--- src/rtl/mux_arb_pkg.sv ---
// Shared types and helpers for the round-robin mux arbiter.
package mux_arb_pkg;

  localparam int NUM_REQ = 4;
  localparam int SEL_W   = 2;

  typedef enum logic {
    IDLE = 1'b0,
    BUSY = 1'b1
  } state_t;

  function automatic logic [SEL_W-1:0] onehot_to_sel(input logic [NUM_REQ-1:0] oh);
    logic [SEL_W-1:0] sel;
    case (oh)
      4'b0001: sel = 2'b00;
      4'b0010: sel = 2'b01;
      4'b0100: sel = 2'b10;
      4'b1000: sel = 2'b11;
      default: sel = 2'b00;
    endcase
    return sel;
  endfunction

endpackage

--- src/rtl/mux_4to1.sv ---
// Shared 4:1 single-bit data mux; {s1,s0} picks A..D.
module mux_4to1 (
  input  logic A,
  input  logic B,
  input  logic C,
  input  logic D,
  input  logic s0,
  input  logic s1,
  output logic out
);

  always_comb begin
    case ({s1, s0})
      2'b00:   out = A;
      2'b01:   out = B;
      2'b10:   out = C;
      2'b11:   out = D;
      default: out = A;
    endcase
  end

endmodule

--- src/rtl/mux_4to1_arbiter.sv ---
// Round-robin arbiter sharing one mux_4to1 among four requesters.
// Define MUX_ARB_HOLD_LIMIT_EN to force rotation after MAX_HOLD grant cycles.
module mux_4to1_arbiter
  import mux_arb_pkg::*;
#(
  parameter int MAX_HOLD = 8,
  parameter int HOLD_W   = 8
) (
  input  logic       clk,
  input  logic       rst,
  input  logic [3:0] req,
  input  logic       A,
  input  logic       B,
  input  logic       C,
  input  logic       D,
  output logic [3:0] grant,
  output logic       valid,
  output logic       s0,
  output logic       s1,
  output logic       out
);

  if (MAX_HOLD < 2 || MAX_HOLD > 255 || (2 ** HOLD_W) <= MAX_HOLD) begin : g_bad_cfg
    $error("mux_4to1_arbiter: illegal MAX_HOLD/HOLD_W combination");
  end

  // Returns {found, index}; the search starts just after start_after and wraps,
  // so the previous winner has lowest priority.
  function automatic logic [SEL_W:0] arbitrate(
    input logic [NUM_REQ-1:0] r,
    input logic [SEL_W-1:0]   start_after,
    input logic               excl_en,
    input logic [SEL_W-1:0]   excl_idx
  );
    logic [SEL_W:0]   res;
    logic [SEL_W-1:0] idx;
    res = {(SEL_W + 1){1'b0}};
    for (int i = NUM_REQ; i >= 1; i--) begin
      idx = start_after + SEL_W'(i);
      if (r[idx] && !(excl_en && (idx == excl_idx))) begin
        res = {1'b1, idx};
      end
    end
    return res;
  endfunction

  state_t           r_state, w_state_nxt;
  logic [3:0]       r_grant, w_grant_nxt;
  logic             r_valid;
  logic [SEL_W-1:0] r_sel, w_sel_nxt;
  logic [SEL_W-1:0] r_last, w_last_nxt;
  logic [SEL_W:0]   w_win_free;
  logic [SEL_W:0]   w_win_excl;

`ifdef MUX_ARB_HOLD_LIMIT_EN
  localparam logic [HOLD_W-1:0] HOLD_LAST = HOLD_W'(MAX_HOLD - 1);
  logic [HOLD_W-1:0] r_hold_cnt, w_hold_nxt;
`endif

  assign w_win_free = arbitrate(req, r_last, 1'b0, r_last);
  assign w_win_excl = arbitrate(req, r_last, 1'b1, r_last);

  // Next-state, next-grant and select decision.
  always_comb begin
    w_state_nxt = r_state;
    w_grant_nxt = r_grant;
    w_last_nxt  = r_last;
    w_sel_nxt   = r_sel;
`ifdef MUX_ARB_HOLD_LIMIT_EN
    w_hold_nxt  = r_hold_cnt;
`endif
    case (r_state)
      IDLE: begin
        if (w_win_free[SEL_W]) begin
          w_grant_nxt = 4'b0001 << w_win_free[SEL_W-1:0];
          w_last_nxt  = w_win_free[SEL_W-1:0];
          w_sel_nxt   = onehot_to_sel(4'b0001 << w_win_free[SEL_W-1:0]);
          w_state_nxt = BUSY;
`ifdef MUX_ARB_HOLD_LIMIT_EN
          w_hold_nxt  = {HOLD_W{1'b0}};
`endif
        end else begin
          w_grant_nxt = 4'b0000;
        end
      end
      BUSY: begin
        // r_last always names the current holder while BUSY.
        if (!req[r_last]) begin
          if (w_win_excl[SEL_W]) begin
            w_grant_nxt = 4'b0001 << w_win_excl[SEL_W-1:0];
            w_last_nxt  = w_win_excl[SEL_W-1:0];
            w_sel_nxt   = onehot_to_sel(4'b0001 << w_win_excl[SEL_W-1:0]);
`ifdef MUX_ARB_HOLD_LIMIT_EN
            w_hold_nxt  = {HOLD_W{1'b0}};
`endif
          end else begin
            w_grant_nxt = 4'b0000;
            w_state_nxt = IDLE;
          end
        end else begin
`ifdef MUX_ARB_HOLD_LIMIT_EN
          if (r_hold_cnt < HOLD_LAST) begin
            w_hold_nxt = r_hold_cnt + HOLD_W'(1);
          end else if (w_win_excl[SEL_W]) begin
            w_grant_nxt = 4'b0001 << w_win_excl[SEL_W-1:0];
            w_last_nxt  = w_win_excl[SEL_W-1:0];
            w_sel_nxt   = onehot_to_sel(4'b0001 << w_win_excl[SEL_W-1:0]);
            w_hold_nxt  = {HOLD_W{1'b0}};
          end else begin
            w_hold_nxt  = HOLD_LAST;
          end
`else
          w_grant_nxt = r_grant;
`endif
        end
      end
      default: begin
        w_grant_nxt = 4'b0000;
        w_state_nxt = IDLE;
      end
    endcase
  end

  // Arbiter state and registered outputs.
  always_ff @(posedge clk or posedge rst) begin
    if (rst) begin
      r_state <= IDLE;
      r_grant <= 4'b0000;
      r_valid <= 1'b0;
      r_sel   <= 2'b00;
      r_last  <= 2'b11;
`ifdef MUX_ARB_HOLD_LIMIT_EN
      r_hold_cnt <= {HOLD_W{1'b0}};
`endif
    end else begin
      r_state <= w_state_nxt;
      r_grant <= w_grant_nxt;
      r_valid <= |w_grant_nxt;
      r_sel   <= w_sel_nxt;
      r_last  <= w_last_nxt;
`ifdef MUX_ARB_HOLD_LIMIT_EN
      r_hold_cnt <= w_hold_nxt;
`endif
    end
  end

  assign grant = r_grant;
  assign valid = r_valid;
  assign s1    = r_sel[1];
  assign s0    = r_sel[0];

  mux_4to1 u_mux (
    .A  (A),
    .B  (B),
    .C  (C),
    .D  (D),
    .s0 (s0),
    .s1 (s1),
    .out(out)
  );

endmodule

--- config.mk ---
export PLATFORM = sky130hd
export DESIGN_NAME = mux_4to1_arbiter
export DESIGN_NICKNAME = d
export VERILOG_FILES = /design/src/rtl/mux_arb_pkg.sv /design/src/rtl/mux_4to1.sv /design/src/rtl/mux_4to1_arbiter.sv
export SDC_FILE = /design/constraint.sdc
export NUM_CORES = 1
export LEC_CHECK = 0
export ABC_AREA = 1
export CAP_MARGIN = 20
export CORE_MARGIN = 5
export CORE_UTILIZATION = 55
export CTS_BUF_LIST = sky130_fd_sc_hd__clkbuf_4 sky130_fd_sc_hd__clkbuf_8
export DETAILED_ROUTE_END_ITERATION = 10
export PLACE_DENSITY = 0.95
export SLEW_MARGIN = 25
export SYNTH_ARGS = -nofsm -noshare
export SYNTH_HDL_FRONTEND = slang
export SYNTH_SLANG_ARGS = --single-unit
--- constraint.sdc ---
create_clock -name clk -period 2.6 [get_ports clk]
set_input_delay 0.52 -clock clk [delete_from_list [all_inputs] [get_ports clk]]
set_output_delay 0.52 -clock clk [all_outputs]
set_load 0.01 [all_outputs]
==> results of run 1 <==
## worst paths after layout
check	endpoint	cells after the start	slack [ns]
max	out	4	0.32
min	r_state	2	0.50
max reg2reg	r_sel[0]	10	0.75
min reg2reg	grant[0]	2	0.51
max in group asynchronous	r_last[0]	2	1.77
min in group clk	grant[0]	2	0.51
## placed cells by master, fill, tap and decap left out
| cell | count |
|---|---|
| dfrtp_1 | 8 |
| nand2_4 | 1 |
| nand2_2 | 17 |
| nand2_1 | 40 |
| clkbuf_4 | 4 |
| nand4_1 | 1 |
| inv_2 | 2 |
| a21oi_1 | 2 |
| o21ai_2 | 2 |
| o21ai_1 | 1 |
| dfstp_2 | 2 |
| nor2_1 | 8 |
| nand3_2 | 7 |
| a21boi_1 | 1 |
| nand3_1 | 8 |
| nor2_2 | 1 |
| clkdlybuf4s50_1 | 17 |
| o22ai_1 | 1 |
| inv_1 | 13 |
| inv_8 | 1 |
| o211ai_1 | 2 |
| o21ai_0 | 4 |
## state kept, by name, summed over array words and instances (netlist names)
| name | flops |
|---|---|
| r_sel | 2 |
| valid | 1 |
| grant | 4 |
| r_state | 1 |
| r_last | 2 |
## through the flow
step / cells / hold slack [ns] / utilization (%)
after floorplan: 124 / 0.3587 / -
after global placement: 155 / 0.4938 / 68.79
after detailed placement: 155 / 0.5025 / 68.79
after CTS: 159 / 0.5176 / 70.83
after global routing: 159 / 0.5386 / 70.83
final: 159 / 0.5047 / 70.83
## cells by family (layout without fill, tap and decap cells)
group,count (synthesis),in the layout,share of synthesized area [%]
AO/OA/AOI/OAI,13,13,9.716
flip-flops,10,10,30.19
AND/OR/NAND/NOR,83,83,50.23
buffers and inverters,18,37,9.866
## routing by layer
layer	track usage, %	vias to the layer above	share of wire [%]
met5	0	-	0
met4	6.726	0	1.7
met3	3.976	6	7.9
met2	30.87	40	50
met1	18.11	358	40
li1	-	432	-
## power by group through the flow
stage | Combinational (W) | Clock [W] | Sequential [W]
after floorplan | 0.000803 | 0 | 0.000300
after global placement | 0.000999 | 0 | 0.000313
after detailed placement | 0.00104 | 0 | 0.000316
after CTS | 0.00105 | 0.000127 | 0.000314
after global routing | 0.00119 | 0.000136 | 0.000324
final | 0.00106 | 0.000127 | 0.000315
## layout make-up
type,instances,area (sq um)
well taps,16,20.02
clock buffers,4,30.03
inverters,16,67.56
repair buffers,17,170.2
fillers,118,429.2
flip-flops and latches,10,252.7
multi-input cells,96,501.7
## cell usage after synthesis (all sizes together)
library cell	n
o22ai	1
nand3	15
o21ai	7
dfrtp	8
a21oi	2
buf	1
nand2	58
dfstp	2
a21boi	1
o211ai	2
inv	16
nand4	1
nor2	9
clkbuf	1
## worst reg2reg max path, cell delays in order (launching register included)
cell and delay [ns]:
dfstp_2 0.67, inv_8 0.08, nand2_2 0.09, nand2_2 0.08, nand2_2 0.10, nand2_1 0.08, nand2_2 0.12, a21boi_1 0.25
nand2_1 0.08, o211ai_1 0.12, nand2_1 0.07
==> run summary, run 1 <==
wirelength, routed -> 1.898 mm
top cells by area, synth -> dfrtp_1, nand2_1, nand2_2
cell mode on critical path -> clkdlybuf4s50_1
worst hold path type -> in -> async
largest net degree at the start of global routing -> 11
core area -> 0.001471 sq mm
register bit total from synthesis -> 10
first-pass GRT wire length -> 3.256 mm
Synthesized Nets -> 134
Worst-Skew Late Latency -> 0.28 ns
period utilization -> 87.64%
num rows -> 14
CTS Hold Bufs -> 0
Pwr Total -> 0.001503 W
post-synth top area share -> 23.92%
Hold Vio Cnt, Final -> 0
wire per inst -> 11.94 um
Sw Ratio -> 52.91%
worst path arrival time -> 1.76 ns
detailed-route DRC error count -> 0
CTS tree -> built
clk slew on worst S/H paths -> 0.07 ns
vias in the first global route -> 765
RR Startpoint -> r_last[0]
GPL Wtd Cong -> 0.9301
sequential area share after synthesis -> 30.19%
critical path class -> in -> out
Worst path max stage delay -> 0.56 ns
Initial Util -> 56.89%
Max clock buf depth -> 2
remaining global-route overflow -> 0
Netlist cell types -> 22
RSZ-0062 raised after global routing -> false
Fin Clk Skew -> 0.01290 ns
Max-Cap Viols -> 0
Final setup viols -> 0
Mapped Area -> 837.1 sq um
CP delay by family, top -> buffers and inverters
Clock Power Share -> 8.5%
Post-DP HPWL -> 1.515 mm
layout cell share with drive strength beyond 1 -> 25.87%
Initial DRC Count -> 26
Pint -> 0.0007075 W
worst vdd ir -> 0.0006632 V
Pins Over Slew Limit -> 0
Slowest cell on crit path -> clkdlybuf4s50_1
Max Clk Rate -> 438.9 MHz
cell breakdown of the critical path -> clkdlybuf4s50_1 -> o21ai_0 -> o22ai_1 -> clkdlybuf4s50_1
Tot GR Track Use -> 16.81%
Setup TNS -> 0 ns
DR pass1 iterations -> 4
share of power burned in registers -> 21.0%
logic gate share of total power -> 70.5%
vias per cell -> 5.258
Setup crit start kind -> primary input
Post-CTS Resized -> 0
die area -> 0.002402 sq mm
Setup WS pre-CTS -> 0.3119 ns
Buf/Inv on CP -> 2
Final Cell Area -> 0.001042 sq mm
status -> completed
via count -> 836
CTS buffer count -> 3
htree depth -> 1
die width -> 49.01 um
CTS sink count -> 10
PwrDens -> 1442 mW/mm^2
final worst slack -> 0.3214 ns
Cells after Synth -> 124
initial antenna violation count -> 0
Crit. Startpoint -> C
required time of the critical path -> 2.08 ns
slew margin rel. -> 75.67%
postcts setup bufs -> 0
Post-Syn Area per Cell -> 6.750 sq um
DIE HEIGHT -> 49.01 um
switching power -> 0.0007950 W
port bufs -> 17
number of nets with antenna violations after routing -> 0
Clk Tree Root Cell -> clkbuf_4
Final #Nets -> 154
Critical Path Fanout Max -> 1
Lkg Pwr -> 0.5570 nW
worst slew pin tran -> 0.3645 ns
Layout area overhead -> 24.51%
Ant. Diodes -> 0
DP Area -> 0.001012 sq mm
synth warn -> 0
I/O pin count -> 18
Synth area leader -> dfrtp_1
Worst setup EP type -> output port
Period minus WS final -> 2.279 ns
Power figures use the tool's default switching activity.
==> run 2, diff against run 1 <==
--- a/config.mk
+++ b/config.mk
@@ -8,10 +8,9 @@
 export ABC_AREA = 1
 export CAP_MARGIN = 20
 export CORE_MARGIN = 5
-export CORE_UTILIZATION = 55
-export CTS_BUF_LIST = sky130_fd_sc_hd__clkbuf_4 sky130_fd_sc_hd__clkbuf_8
+export CORE_UTILIZATION = 53
 export DETAILED_ROUTE_END_ITERATION = 10
-export PLACE_DENSITY = 0.95
+export PLACE_DENSITY = 0.94
 export SLEW_MARGIN = 25
 export SYNTH_ARGS = -nofsm -noshare
 export SYNTH_HDL_FRONTEND = slang
==> run 2 against run 1 <==
Net effect:
- non-clock buffer count stayed put
- global-route usage is 0.57 points lower
- sequential power hardly changed
- critical path type unchanged
- largest power group unchanged
==> run summary, run 2 (same netlist as run 1, synthesis figures left out) <==
largest net degree at the start of global routing -> 11
Tot GR Track Use -> 16.24%
Final setup viols -> 0
Clk Tree Root Cell -> clkbuf_4
Setup crit start kind -> primary input
wire per inst -> 11.86 um
Pins Over Slew Limit -> 0
postcts setup bufs -> 0
Fill cells -> 126
first-pass GRT wire length -> 3.201 mm
PwrDens -> 1438 mW/mm^2
initial antenna violation count -> 0
wirelength, routed -> 1.886 mm
Setup TNS -> 0 ns
number of nets with antenna violations after routing -> 0
slew margin rel. -> 74.74%
worst path arrival time -> 1.76 ns
Max clock buf depth -> 2
worst hold path type -> reg -> reg
num rows -> 14
htree depth -> 1
status -> completed
worst slew pin tran -> 0.3784 ns
Post-CTS Resized -> 0
worst hold margin -> 0.5167 ns
Worst-Skew Late Latency -> 0.27 ns
DIE HEIGHT -> 49.74 um
Pwr Total -> 0.001493 W
die area -> 0.002474 sq mm
RSZ-0062 raised after global routing -> false
Initial DRC Count -> 58
CTS sink count -> 10
Worst setup EP type -> output port
core area -> 0.001506 sq mm
period utilization -> 87.64%
detailed-route DRC error count -> 0
Initial Util -> 55.56%
post-route core utilization -> 68.94%
FF-to-FF setup slack -> 0.74 ns
Hold EP -> grant[0]
Ant. Diodes -> 0
Max Clk Rate -> 438.8 MHz
clk slew on worst S/H paths -> 0.06 ns
Fin Clk Skew -> 0.001095 ns
CTS tree -> built
layout cell share with drive strength beyond 1 -> 25.17%
CTS buffer count -> 3
Max-Cap Viols -> 0
vias in the first global route -> 809
Worst Hold Path Cells -> 2
Lkg Pwr -> 0.5536 nW
critical path class -> in -> out
Hold Startpoint -> grant[0]
via count -> 866
Crit. Startpoint -> C
GPL Wtd Cong -> 0.8583
Hold Vio Cnt, Final -> 0
remaining global-route overflow -> 0
path depth of the worst reg2reg path -> 10
register area -> 252.7 sq um
CTS Hold Bufs -> 0
DR pass1 iterations -> 4
Final #Nets -> 154
worst vdd ir -> 0.0008566 V
Post-DP HPWL -> 1.546 mm
required time of the critical path -> 2.08 ns
RR Startpoint -> r_last[0]
die width -> 49.74 um
I/O pin count -> 18
Period minus WS final -> 2.279 ns
port bufs -> 17
Multi-input gate area -> 501.7 sq um
most common cell after layout, fill and taps aside -> nand2_1
commonest cells after routing, fill and taps aside -> nand2_1, nand2_2, clkdlybuf4s50_1
Layout area overhead -> 24.07%
max reg flops -> 4
Critical Path Fanout Max -> 1
RR Endpoint -> r_sel[0]
vias per cell -> 5.447
==> run 2: report_power, final <==
group	switching (W)	leakage [nW]	internal, W
registers	0.0000754	0.119	0.000243
logic	0.000666	0.420	0.000395
clock network	0.0000543	0.0150	0.0000594
total	0.000796	0.554	0.000697
==> run 2: layout make-up <==
| type | instances | area share [%] |
|---|---|---|
| Multi-Input combinational cell | 96 | 48.31 |
| Timing Repair Buffer | 17 | 16.39 |
| Clock buffer | 4 | 2.530 |
| Tap cell | 16 | 1.928 |
| Sequential cell | 10 | 24.34 |
| Inverter | 16 | 6.506 |
==> run 2: worst max-delay path by stage <==
stage                  to  slack [ns]
finish                out        0.32
global route          out        0.28
CTS                   out        0.31
detailed placement    out        0.32
global placement      out        0.36
floorplan           valid        0.99
==> run 2: routing by layer <==
layer / up-vias / GRT usage, % / part of all wire [%]
li1: 432 / - / -
met1: 391 / 18.77 / 42
met2: 38 / 28.18 / 49
met3: 5 / 2.711 / 6.5
met4: 0 / 8.297 / 2.2
met5: - / 0 / 0
==> run 2: critical path, cell delays in order <==
cell and delay, ns:
clkdlybuf4s50_1 0.45, o21ai_0 0.06, o22ai_1 0.16, clkdlybuf4s50_1 0.56
==> run 2: metrics by stage <==
stage	instances	instance area, sq um	worst slack, ns
after CTS	159	1039	0.3109
after global routing	159	1039	0.2818
final	159	1039	0.3213
after floorplan	124	837.1	0.9943
after global placement	155	1012	0.3587
after detailed placement	155	1012	0.3152
